**src/rtl/sys_ctrl_pkg.sv**
```systemverilog
//------------------------------------------------------------------------------
// sys_ctrl_pkg : command bytes, FSM encodings and RF operand slots shared by
//                the SYS_TOP command decoder and its TX sequencer.
// Revision     : 1.0  initial release
//------------------------------------------------------------------------------
`default_nettype none

package sys_ctrl_pkg;

  localparam logic [7:0] CMD_RF_WR   = 8'hAA;
  localparam logic [7:0] CMD_RF_RD   = 8'hBB;
  localparam logic [7:0] CMD_ALU_OP  = 8'hCC;
  localparam logic [7:0] CMD_ALU_NOP = 8'hDD;

  localparam int OPA_ADDR = 0;
  localparam int OPB_ADDR = 1;

  typedef enum logic [3:0] {
    ST_IDLE     = 4'd0,
    ST_WR_ADDR  = 4'd1,
    ST_WR_DATA  = 4'd2,
    ST_RD_ADDR  = 4'd3,
    ST_RD_WAIT  = 4'd4,
    ST_ALU_A    = 4'd5,
    ST_ALU_B    = 4'd6,
    ST_ALU_FUN  = 4'd7,
    ST_ALU_WAIT = 4'd8,
    ST_TX       = 4'd9
  } ctrl_state_e;

  typedef enum logic [1:0] {
    TX_IDLE = 2'd0,
    TX_LO   = 2'd1,
    TX_HI   = 2'd2
  } tx_state_e;

  // States that are waiting for the next frame of a command.
  function automatic logic is_frame_state(input ctrl_state_e s);
    return (s == ST_WR_ADDR) || (s == ST_WR_DATA) || (s == ST_RD_ADDR) ||
           (s == ST_ALU_A)   || (s == ST_ALU_B)   || (s == ST_ALU_FUN);
  endfunction

endpackage

`default_nettype wire

```
**src/rtl/sys_ctrl_tx_sequencer.sv**
```systemverilog
//------------------------------------------------------------------------------
// sys_ctrl_tx_sequencer : sends a one- or two-byte result to the UART TX,
//                         handshaking each byte on a TX_BUSY high-then-low.
// Revision              : 1.0  initial release
//------------------------------------------------------------------------------
`default_nettype none

module sys_ctrl_tx_sequencer
  import sys_ctrl_pkg::*;
#(
  parameter int DATA_WIDTH = 8
) (
  input  logic                    CLK,
  input  logic                    RST,
  input  logic                    start_i,
  input  logic                    two_byte_i,
  input  logic [2*DATA_WIDTH-1:0] data_i,
  input  logic                    tx_busy_i,
  output logic [DATA_WIDTH-1:0]   tx_data_o,
  output logic                    tx_vld_o,
  output logic                    busy_o
);

  tx_state_e                 state_q, state_d;
  logic [2*DATA_WIDTH-1:0]   buf_q, buf_d;
  logic                      two_q, two_d;
  logic                      sent_q, sent_d;
  logic                      seen_q, seen_d;
  logic [DATA_WIDTH-1:0]     data_q, data_d;
  logic                      vld_q, vld_d;
  logic                      w_active;

  assign w_active = (state_q == TX_LO) || (state_q == TX_HI);

  always_ff @(posedge CLK) begin
    if (RST) begin
      state_q <= TX_IDLE;
      buf_q   <= '0;
      two_q   <= 1'b0;
      sent_q  <= 1'b0;
      seen_q  <= 1'b0;
      data_q  <= '0;
      vld_q   <= 1'b0;
    end else begin
      state_q <= state_d;
      buf_q   <= buf_d;
      two_q   <= two_d;
      sent_q  <= sent_d;
      seen_q  <= seen_d;
      data_q  <= data_d;
      vld_q   <= vld_d;
    end
  end

  // Each byte: issue when TX is idle, then wait for busy to rise and fall.
  always_comb begin
    state_d = state_q;
    buf_d   = buf_q;
    two_d   = two_q;
    sent_d  = sent_q;
    seen_d  = seen_q;
    case (state_q)
      TX_IDLE: begin
        if (start_i) begin
          buf_d   = data_i;
          two_d   = two_byte_i;
          sent_d  = 1'b0;
          seen_d  = 1'b0;
          state_d = TX_LO;
        end
      end
      TX_LO, TX_HI: begin
        if (!sent_q) begin
          if (!tx_busy_i) sent_d = 1'b1;
        end else if (!seen_q) begin
          if (tx_busy_i) seen_d = 1'b1;
        end else if (!tx_busy_i) begin
          sent_d  = 1'b0;
          seen_d  = 1'b0;
          state_d = ((state_q == TX_LO) && two_q) ? TX_HI : TX_IDLE;
        end
      end
      default: state_d = TX_IDLE;
    endcase
  end

  always_comb begin
    vld_d  = 1'b0;
    data_d = data_q;
    if (w_active && !sent_q && !tx_busy_i) begin
      vld_d  = 1'b1;
      data_d = (state_q == TX_HI) ? buf_q[2*DATA_WIDTH-1:DATA_WIDTH] : buf_q[DATA_WIDTH-1:0];
    end
  end

  assign tx_data_o = data_q;
  assign tx_vld_o  = vld_q;
  assign busy_o    = (state_q != TX_IDLE);

endmodule

`default_nettype wire

```
**src/rtl/sys_ctrl_cmd_decoder.sv**
```systemverilog
//------------------------------------------------------------------------------
// sys_ctrl_cmd_decoder : decodes UART command frames into RF/ALU control and
//                        returns results to the UART TX. Optional inter-frame
//                        timeout enabled by SYS_CTRL_TIMEOUT_EN.
// Revision             : 1.0  initial release
//------------------------------------------------------------------------------
`default_nettype none

module sys_ctrl_cmd_decoder
  import sys_ctrl_pkg::*;
#(
  parameter int DATA_WIDTH     = 8,
  parameter int ADDR_WIDTH     = 4,
  parameter int TIMEOUT_CYCLES = 65535
) (
  input  logic                    CLK,
  input  logic                    RST,
  input  logic [DATA_WIDTH-1:0]   RX_P_DATA,
  input  logic                    RX_D_VLD,
  input  logic                    RX_ERROR,
  output logic                    RF_WrEn,
  output logic                    RF_RdEn,
  output logic [ADDR_WIDTH-1:0]   RF_Address,
  output logic [DATA_WIDTH-1:0]   RF_WrData,
  input  logic [DATA_WIDTH-1:0]   RF_RdData,
  input  logic                    RF_RdData_VLD,
  output logic                    ALU_EN,
  output logic [3:0]              ALU_FUN,
  output logic                    CLK_GATE_EN,
  input  logic [2*DATA_WIDTH-1:0] ALU_OUT,
  input  logic                    ALU_OUT_VLD,
  output logic [DATA_WIDTH-1:0]   TX_P_DATA,
  output logic                    TX_D_VLD,
  input  logic                    TX_BUSY
);

  ctrl_state_e              state_q, state_d;
  logic [ADDR_WIDTH-1:0]    addr_q, addr_d;
  logic [DATA_WIDTH-1:0]    wrdata_q, wrdata_d;
  logic                     wr_en_q, wr_en_d;
  logic                     rd_en_q, rd_en_d;
  logic                     alu_en_q, alu_en_d;
  logic [3:0]               alu_fun_q, alu_fun_d;
  logic                     gate_q, gate_d;

  logic                     w_accept;
  logic                     w_rx_err;
  logic                     w_timeout;
  logic                     w_seq_start;
  logic                     w_seq_two;
  logic [2*DATA_WIDTH-1:0]  w_seq_data;
  logic                     w_seq_busy;

  assign w_accept = RX_D_VLD && !RX_ERROR;
  assign w_rx_err = RX_D_VLD && RX_ERROR;

`ifdef SYS_CTRL_TIMEOUT_EN
  localparam int CNT_W = $clog2(TIMEOUT_CYCLES + 1);

  logic [CNT_W-1:0] cnt_q, cnt_d;

  assign w_timeout = (cnt_q == CNT_W'(TIMEOUT_CYCLES));

  always_comb begin
    cnt_d = cnt_q;
    if ((state_q == ST_IDLE) || w_accept) begin
      cnt_d = '0;
    end else if (is_frame_state(state_q) && !w_timeout) begin
      cnt_d = cnt_q + CNT_W'(1);
    end
  end

  always_ff @(posedge CLK) begin
    if (RST) cnt_q <= '0;
    else     cnt_q <= cnt_d;
  end
`else
  // No timeout in this build; the expression is constant false.
  assign w_timeout = (TIMEOUT_CYCLES < 0);
`endif

  always_ff @(posedge CLK) begin
    if (RST) begin
      state_q   <= ST_IDLE;
      addr_q    <= '0;
      wrdata_q  <= '0;
      wr_en_q   <= 1'b0;
      rd_en_q   <= 1'b0;
      alu_en_q  <= 1'b0;
      alu_fun_q <= '0;
      gate_q    <= 1'b0;
    end else begin
      state_q   <= state_d;
      addr_q    <= addr_d;
      wrdata_q  <= wrdata_d;
      wr_en_q   <= wr_en_d;
      rd_en_q   <= rd_en_d;
      alu_en_q  <= alu_en_d;
      alu_fun_q <= alu_fun_d;
      gate_q    <= gate_d;
    end
  end

  always_comb begin
    state_d = state_q;
    case (state_q)
      ST_IDLE: begin
        if (w_accept) begin
          case (RX_P_DATA[7:0])
            CMD_RF_WR:   state_d = ST_WR_ADDR;
            CMD_RF_RD:   state_d = ST_RD_ADDR;
            CMD_ALU_OP:  state_d = ST_ALU_A;
            CMD_ALU_NOP: state_d = ST_ALU_FUN;
            default:     state_d = ST_IDLE;
          endcase
        end
      end
      ST_WR_ADDR:  if (w_accept) state_d = ST_WR_DATA;
      ST_WR_DATA:  if (w_accept) state_d = ST_IDLE;
      ST_RD_ADDR:  if (w_accept) state_d = ST_RD_WAIT;
      ST_RD_WAIT:  if (RF_RdData_VLD) state_d = ST_TX;
      ST_ALU_A:    if (w_accept) state_d = ST_ALU_B;
      ST_ALU_B:    if (w_accept) state_d = ST_ALU_FUN;
      ST_ALU_FUN:  if (w_accept) state_d = ST_ALU_WAIT;
      ST_ALU_WAIT: if (ALU_OUT_VLD) state_d = ST_TX;
      ST_TX:       if (!w_seq_busy) state_d = ST_IDLE;
      default:     state_d = ST_IDLE;
    endcase
    // Errors and timeouts abort only while a command is still collecting frames.
    if (is_frame_state(state_q) && (w_rx_err || (w_timeout && !w_accept))) begin
      state_d = ST_IDLE;
    end
  end

  always_comb begin
    addr_d    = addr_q;
    wrdata_d  = wrdata_q;
    wr_en_d   = 1'b0;
    rd_en_d   = 1'b0;
    alu_en_d  = 1'b0;
    alu_fun_d = alu_fun_q;
    gate_d    = gate_q;
    case (state_q)
      ST_WR_ADDR: if (w_accept) addr_d = RX_P_DATA[ADDR_WIDTH-1:0];
      ST_WR_DATA: begin
        if (w_accept) begin
          wrdata_d = RX_P_DATA;
          wr_en_d  = 1'b1;
        end
      end
      ST_RD_ADDR: begin
        if (w_accept) begin
          addr_d  = RX_P_DATA[ADDR_WIDTH-1:0];
          rd_en_d = 1'b1;
        end
      end
      ST_ALU_A: begin
        if (w_accept) begin
          addr_d   = ADDR_WIDTH'(OPA_ADDR);
          wrdata_d = RX_P_DATA;
          wr_en_d  = 1'b1;
        end
      end
      ST_ALU_B: begin
        if (w_accept) begin
          addr_d   = ADDR_WIDTH'(OPB_ADDR);
          wrdata_d = RX_P_DATA;
          wr_en_d  = 1'b1;
        end
      end
      ST_ALU_FUN: begin
        if (w_accept) begin
          alu_fun_d = RX_P_DATA[3:0];
          alu_en_d  = 1'b1;
          gate_d    = 1'b1;
        end
      end
      ST_ALU_WAIT: if (ALU_OUT_VLD) gate_d = 1'b0;
      default: ;
    endcase
  end

  assign w_seq_start = ((state_q == ST_RD_WAIT) && RF_RdData_VLD) ||
                       ((state_q == ST_ALU_WAIT) && ALU_OUT_VLD);
  assign w_seq_two   = (state_q == ST_ALU_WAIT);
  assign w_seq_data  = w_seq_two ? ALU_OUT : {{DATA_WIDTH{1'b0}}, RF_RdData};

  sys_ctrl_tx_sequencer #(
    .DATA_WIDTH (DATA_WIDTH)
  ) u_tx_seq (
    .CLK        (CLK),
    .RST        (RST),
    .start_i    (w_seq_start),
    .two_byte_i (w_seq_two),
    .data_i     (w_seq_data),
    .tx_busy_i  (TX_BUSY),
    .tx_data_o  (TX_P_DATA),
    .tx_vld_o   (TX_D_VLD),
    .busy_o     (w_seq_busy)
  );

  assign RF_WrEn     = wr_en_q;
  assign RF_RdEn     = rd_en_q;
  assign RF_Address  = addr_q;
  assign RF_WrData   = wrdata_q;
  assign ALU_EN      = alu_en_q;
  assign ALU_FUN     = alu_fun_q;
  assign CLK_GATE_EN = gate_q;

endmodule

`default_nettype wire

```
**config.mk**
```make
export PLATFORM = sky130hd
export DESIGN_NAME = sys_ctrl_cmd_decoder
export DESIGN_NICKNAME = d
export VERILOG_FILES = /design/src/rtl/sys_ctrl_pkg.sv /design/src/rtl/sys_ctrl_tx_sequencer.sv /design/src/rtl/sys_ctrl_cmd_decoder.sv
export SDC_FILE = /design/constraint.sdc
export NUM_CORES = 1
export LEC_CHECK = 0
export CAP_MARGIN = 30
export CORE_MARGIN = 2
export CORE_UTILIZATION = 44
export CTS_CLUSTER_DIAMETER = 120
export CTS_CLUSTER_SIZE = 25
export DETAILED_ROUTE_END_ITERATION = 8
export PLACE_DENSITY = 0.77
export SKIP_LAST_GASP = 1
export SYNTH_ARGS = -nofsm -noshare
export SYNTH_HDL_FRONTEND = slang
export SYNTH_SLANG_ARGS = --single-unit
```
**constraint.sdc**
```tcl
create_clock -name CLK -period 1.7 [get_ports CLK]
set_input_delay 0.255 -clock CLK [delete_from_list [all_inputs] [get_ports CLK]]
set_output_delay 0.255 -clock CLK [all_outputs]
set_load 0.02 [all_outputs]
```
==> results by group <==
Setup path
  • Worst Path Arrival: between 1.5 and 2 ns
  • Worst Path Required: approximately 1.9 ns
  • Crit end category: register
  • CP Class: in -> reg
  • Setup crit start kind: input pin
  • Crit-path max FO: 3

Yosys
  • Mean Syn Cell Area: approximately 9 µm²
  • Unique masters post-synth: 50
  • Dominant synthesized flop cell: dfxtp_1
  • Warnings from Yosys: 0
  • Post-Synthesis Cells: around 280
  • Cell taking the most area after synthesis: dfxtp_1
  • Synth top area cells: dfxtp_1 (42%), mux2i_1 (11%), a211oi_1 (5.6%)
  • Net count after synthesis: roughly 330
  • Synth Register Bits: 54
  • Most frequent cell after synthesis: dfxtp_1
  • Post-synthesis cell area: between 0.002 and 0.003 mm²
  • Seq/Total Area, Yosys: 0.423
  • Synth top area share: 0.423
  • Commonest cells post-synth: dfxtp_1 (54), nor2_1 (34), mux2i_1 (29), nand2_1 (21)
  • EDFF count, synth: 0
  • Post-synth ARST share: 0

Route
  • Vias per cell: 5.30
  • Routed vias: about 2,400
  • ANT nets after route: 0
  • Wire length per cell: 14.6 µm
  • First-pass DRT Iterations: 5
  • DR iter-0 viols: roughly 100
  • Total routed wirelength: ~6500 µm
  • Drt drc: 0

Layout
  • Area Growth Syn to Fin: 45.7%
  • # fillers: around 470
  • Post-layout nets: 414
  • Sequential Area: 0.00108 mm²
  • Antenna cell count: 0
  • Fin cells: 444
  • Finished Cell Area: 0.00372 mm²
  • Fraction of layout cells with a size suffix above 1: 0.167
  • Area occupied by multi-input gates: between 0.001 and 0.0015 mm²

Timing
  • Post-route setup slack: roughly 0.048 ns
  • Unrepaired setup endpoints after global routing: true
  • Worst-Margin Slew: between 0.3 and 0.4 ns
  • Worst rel slew slack: 0.771
  • Final min period: approximately 1.7 ns
  • Final Skew: approximately 0.013 ns
  • Final hold vios: 0
  • Fin Hold WS: 0.283 ns
  • Final period utilization: 0.972
  • Fmax: roughly 0.61 GHz
  • Finish-stage setup viols: 0
  • Final Max Slew Viols: 0

Power
  • Static Leak: approximately 1.3 nW
  • Pwr dens: roughly 640 mW/mm²
  • Max IR drop VDD: roughly 0.0005 V
  • Pint: ~1.9 mW
  • Clock Power Share: 0.384
  • Comb power frac: 0.084
  • Reg power frac: 0.532
  • P_sw: slightly above 0.5 mW
  • Sw Ratio: 0.214

GRT
  • Vias in the first global route: 2,146
  • GRT Residual Overflow: 0
  • Antenna violations before repair: 0
  • Largest net degree at the start of global routing: 55
  • Overall Global Routing Usage: 0.200
  • First-pass GRT wire length: roughly 10,000 µm

Flow run
  • Max-cap violations: 0

Run status
  • Status: finished, final reports clean

Placed design
  • Dpl cells: about 440
  • GP Congestion: around 0.84
  • Cell Area, Placed: 0.00353 mm²
  • Pre-CTS setup slack: -0.317 ns
  • Port bufs: 67
  • Post-DP HPWL: 4570 µm

Floorplan
  • Ports: 68
  • Core Rows: 27
  • Die footprint: about 0.0064 mm²
  • Starting density of the core: 0.459
  • Total core area: approximately 0.0056 mm²
  • Die span in x: ~80 µm
  • Die H: between 80 and 90 µm

Clocking
  • # Post-CTS Setup Buffers: 0
  • Latest clock arrival within the worst-skew pair: between 0.3 and 0.4 ns
  • CTS Hold Buffers Added: 0
  • CTS tree: built
  • Num CTS Buffers: 5
  • Clock root buffer: clkbuf_8
  • Clock buffer depth: 2
  • Htree depth: 2
  • CTS sink count: 54
  • Clock transition at the registers of the reported paths: roughly 0.10 ns

Min path
  • Min-Delay Path Class: in -> reg
## cells by family after synthesis
| kind of cell | share of synthesized area |
|---|---|
| buf+inv | 0.0406 |
| xor+xnor | 0.00343 |
| compound gates | 0.186 |
| flops | 0.423 |
| fa+ha+maj | 0.0196 |
| simple gates | 0.214 |
| mux | 0.114 |
## power groups by stage
stage          Sequential [mW]  Clock (mW)  Combinational, mW
3_3_place_gp              1.30           0              0.188
6_report                  1.27       0.914              0.200
3_5_place_dp              1.30           0              0.189
5_1_grt                   1.27       0.985              0.214
2_1_floorplan             1.30           0             0.0543
4_1_cts                   1.27       0.931              0.191
## flip-flops by register name (all words and copies together) (netlist names)
| register | cells |
|---|---|
| RF_Address | 4 |
| RF_WrEn | 1 |
| u_tx_seq.tx_vld_o | 1 |
| ALU_EN | 1 |
| RF_RdEn | 1 |
| u_tx_seq.state_q | 2 |
| RF_WrData | 8 |
| u_tx_seq.tx_data_o | 8 |
| u_tx_seq.sent_q | 1 |
| u_tx_seq.seen_q | 1 |
| u_tx_seq.two_q | 1 |
| state_q | 4 |
| u_tx_seq.buf_q | 16 |
| CLK_GATE_EN | 1 |
| ALU_FUN | 4 |
## final cells by class
cell class	count	share of cell area
Tap cell	72	0.0242
Clock buffer	6	0.0222
Timing Repair Buffer	99	0.259
Inverter	5	0.00504
Multi-Input combinational cell	206	0.388
Sequential cell	54	0.291
Clock inverter	2	0.0104
## routing by layer
layer	track usage	part of all wire
met1	0.264	0.46
met4	0.0559	0.0053
met2	0.336	0.50
met3	0.0360	0.032
met5	0	0
## stage by stage
stage / setup TNS [ns] / utilization / power, mW
floorplan: 0 / - / 1.35
global placement: -2.71 / 0.633 / 1.48
detailed placement: -3.12 / 0.633 / 1.49
CTS: 0 / 0.655 / 2.39
global route: -0.0384 / 0.668 / 2.47
finish: 0 / 0.668 / 2.38
## layout by cell type (no fill, tap or decap), types with 3 or more instances in the layout
master / instances
nand2_1: 21
clkdlybuf4s50_1: 63
nand3_1: 13
buf_4: 28
dlymetal6s2s_1: 3
inv_1: 5
o21ai_0: 5
a211oi_1: 18
nor2b_1: 7
mux2i_1: 29
clkbuf_8: 6
dfxtp_1: 51
nand2b_1: 8
a21oi_1: 19
buf_12: 4
nor2_1: 33
dfxtp_2: 3
ha_1: 4
## critical path: stages
cell and delay [ns]:
clkdlybuf4s50_1 0.51, nand4bb_4 0.30, a2111oi_4 0.31, buf_4 0.15, o2111ai_1 0.09, a211oi_1 0.24
## final timing paths
kind              slack (ns)  cells after the start              start                   to
setup reg to reg        0.07                      4         state_q[1]           state_q[2]
setup / recovery        0.05                      6       RX_P_DATA[6]           state_q[1]
hold reg to reg         0.46                      2  u_tx_seq.buf_q[9]    u_tx_seq.buf_q[9]
hold / removal          0.28                      3                RST  u_tx_seq.state_q[1]
## what timing repair did
action	4_1_cts	5_1_grt
hold endpoints to repair	0	0
pin swaps	0	4
gates resized for setup	1	14
gates cloned	0	0
endpoints found under the setup margin	1	13
Note: power is estimated with default switching activity, not from simulation.
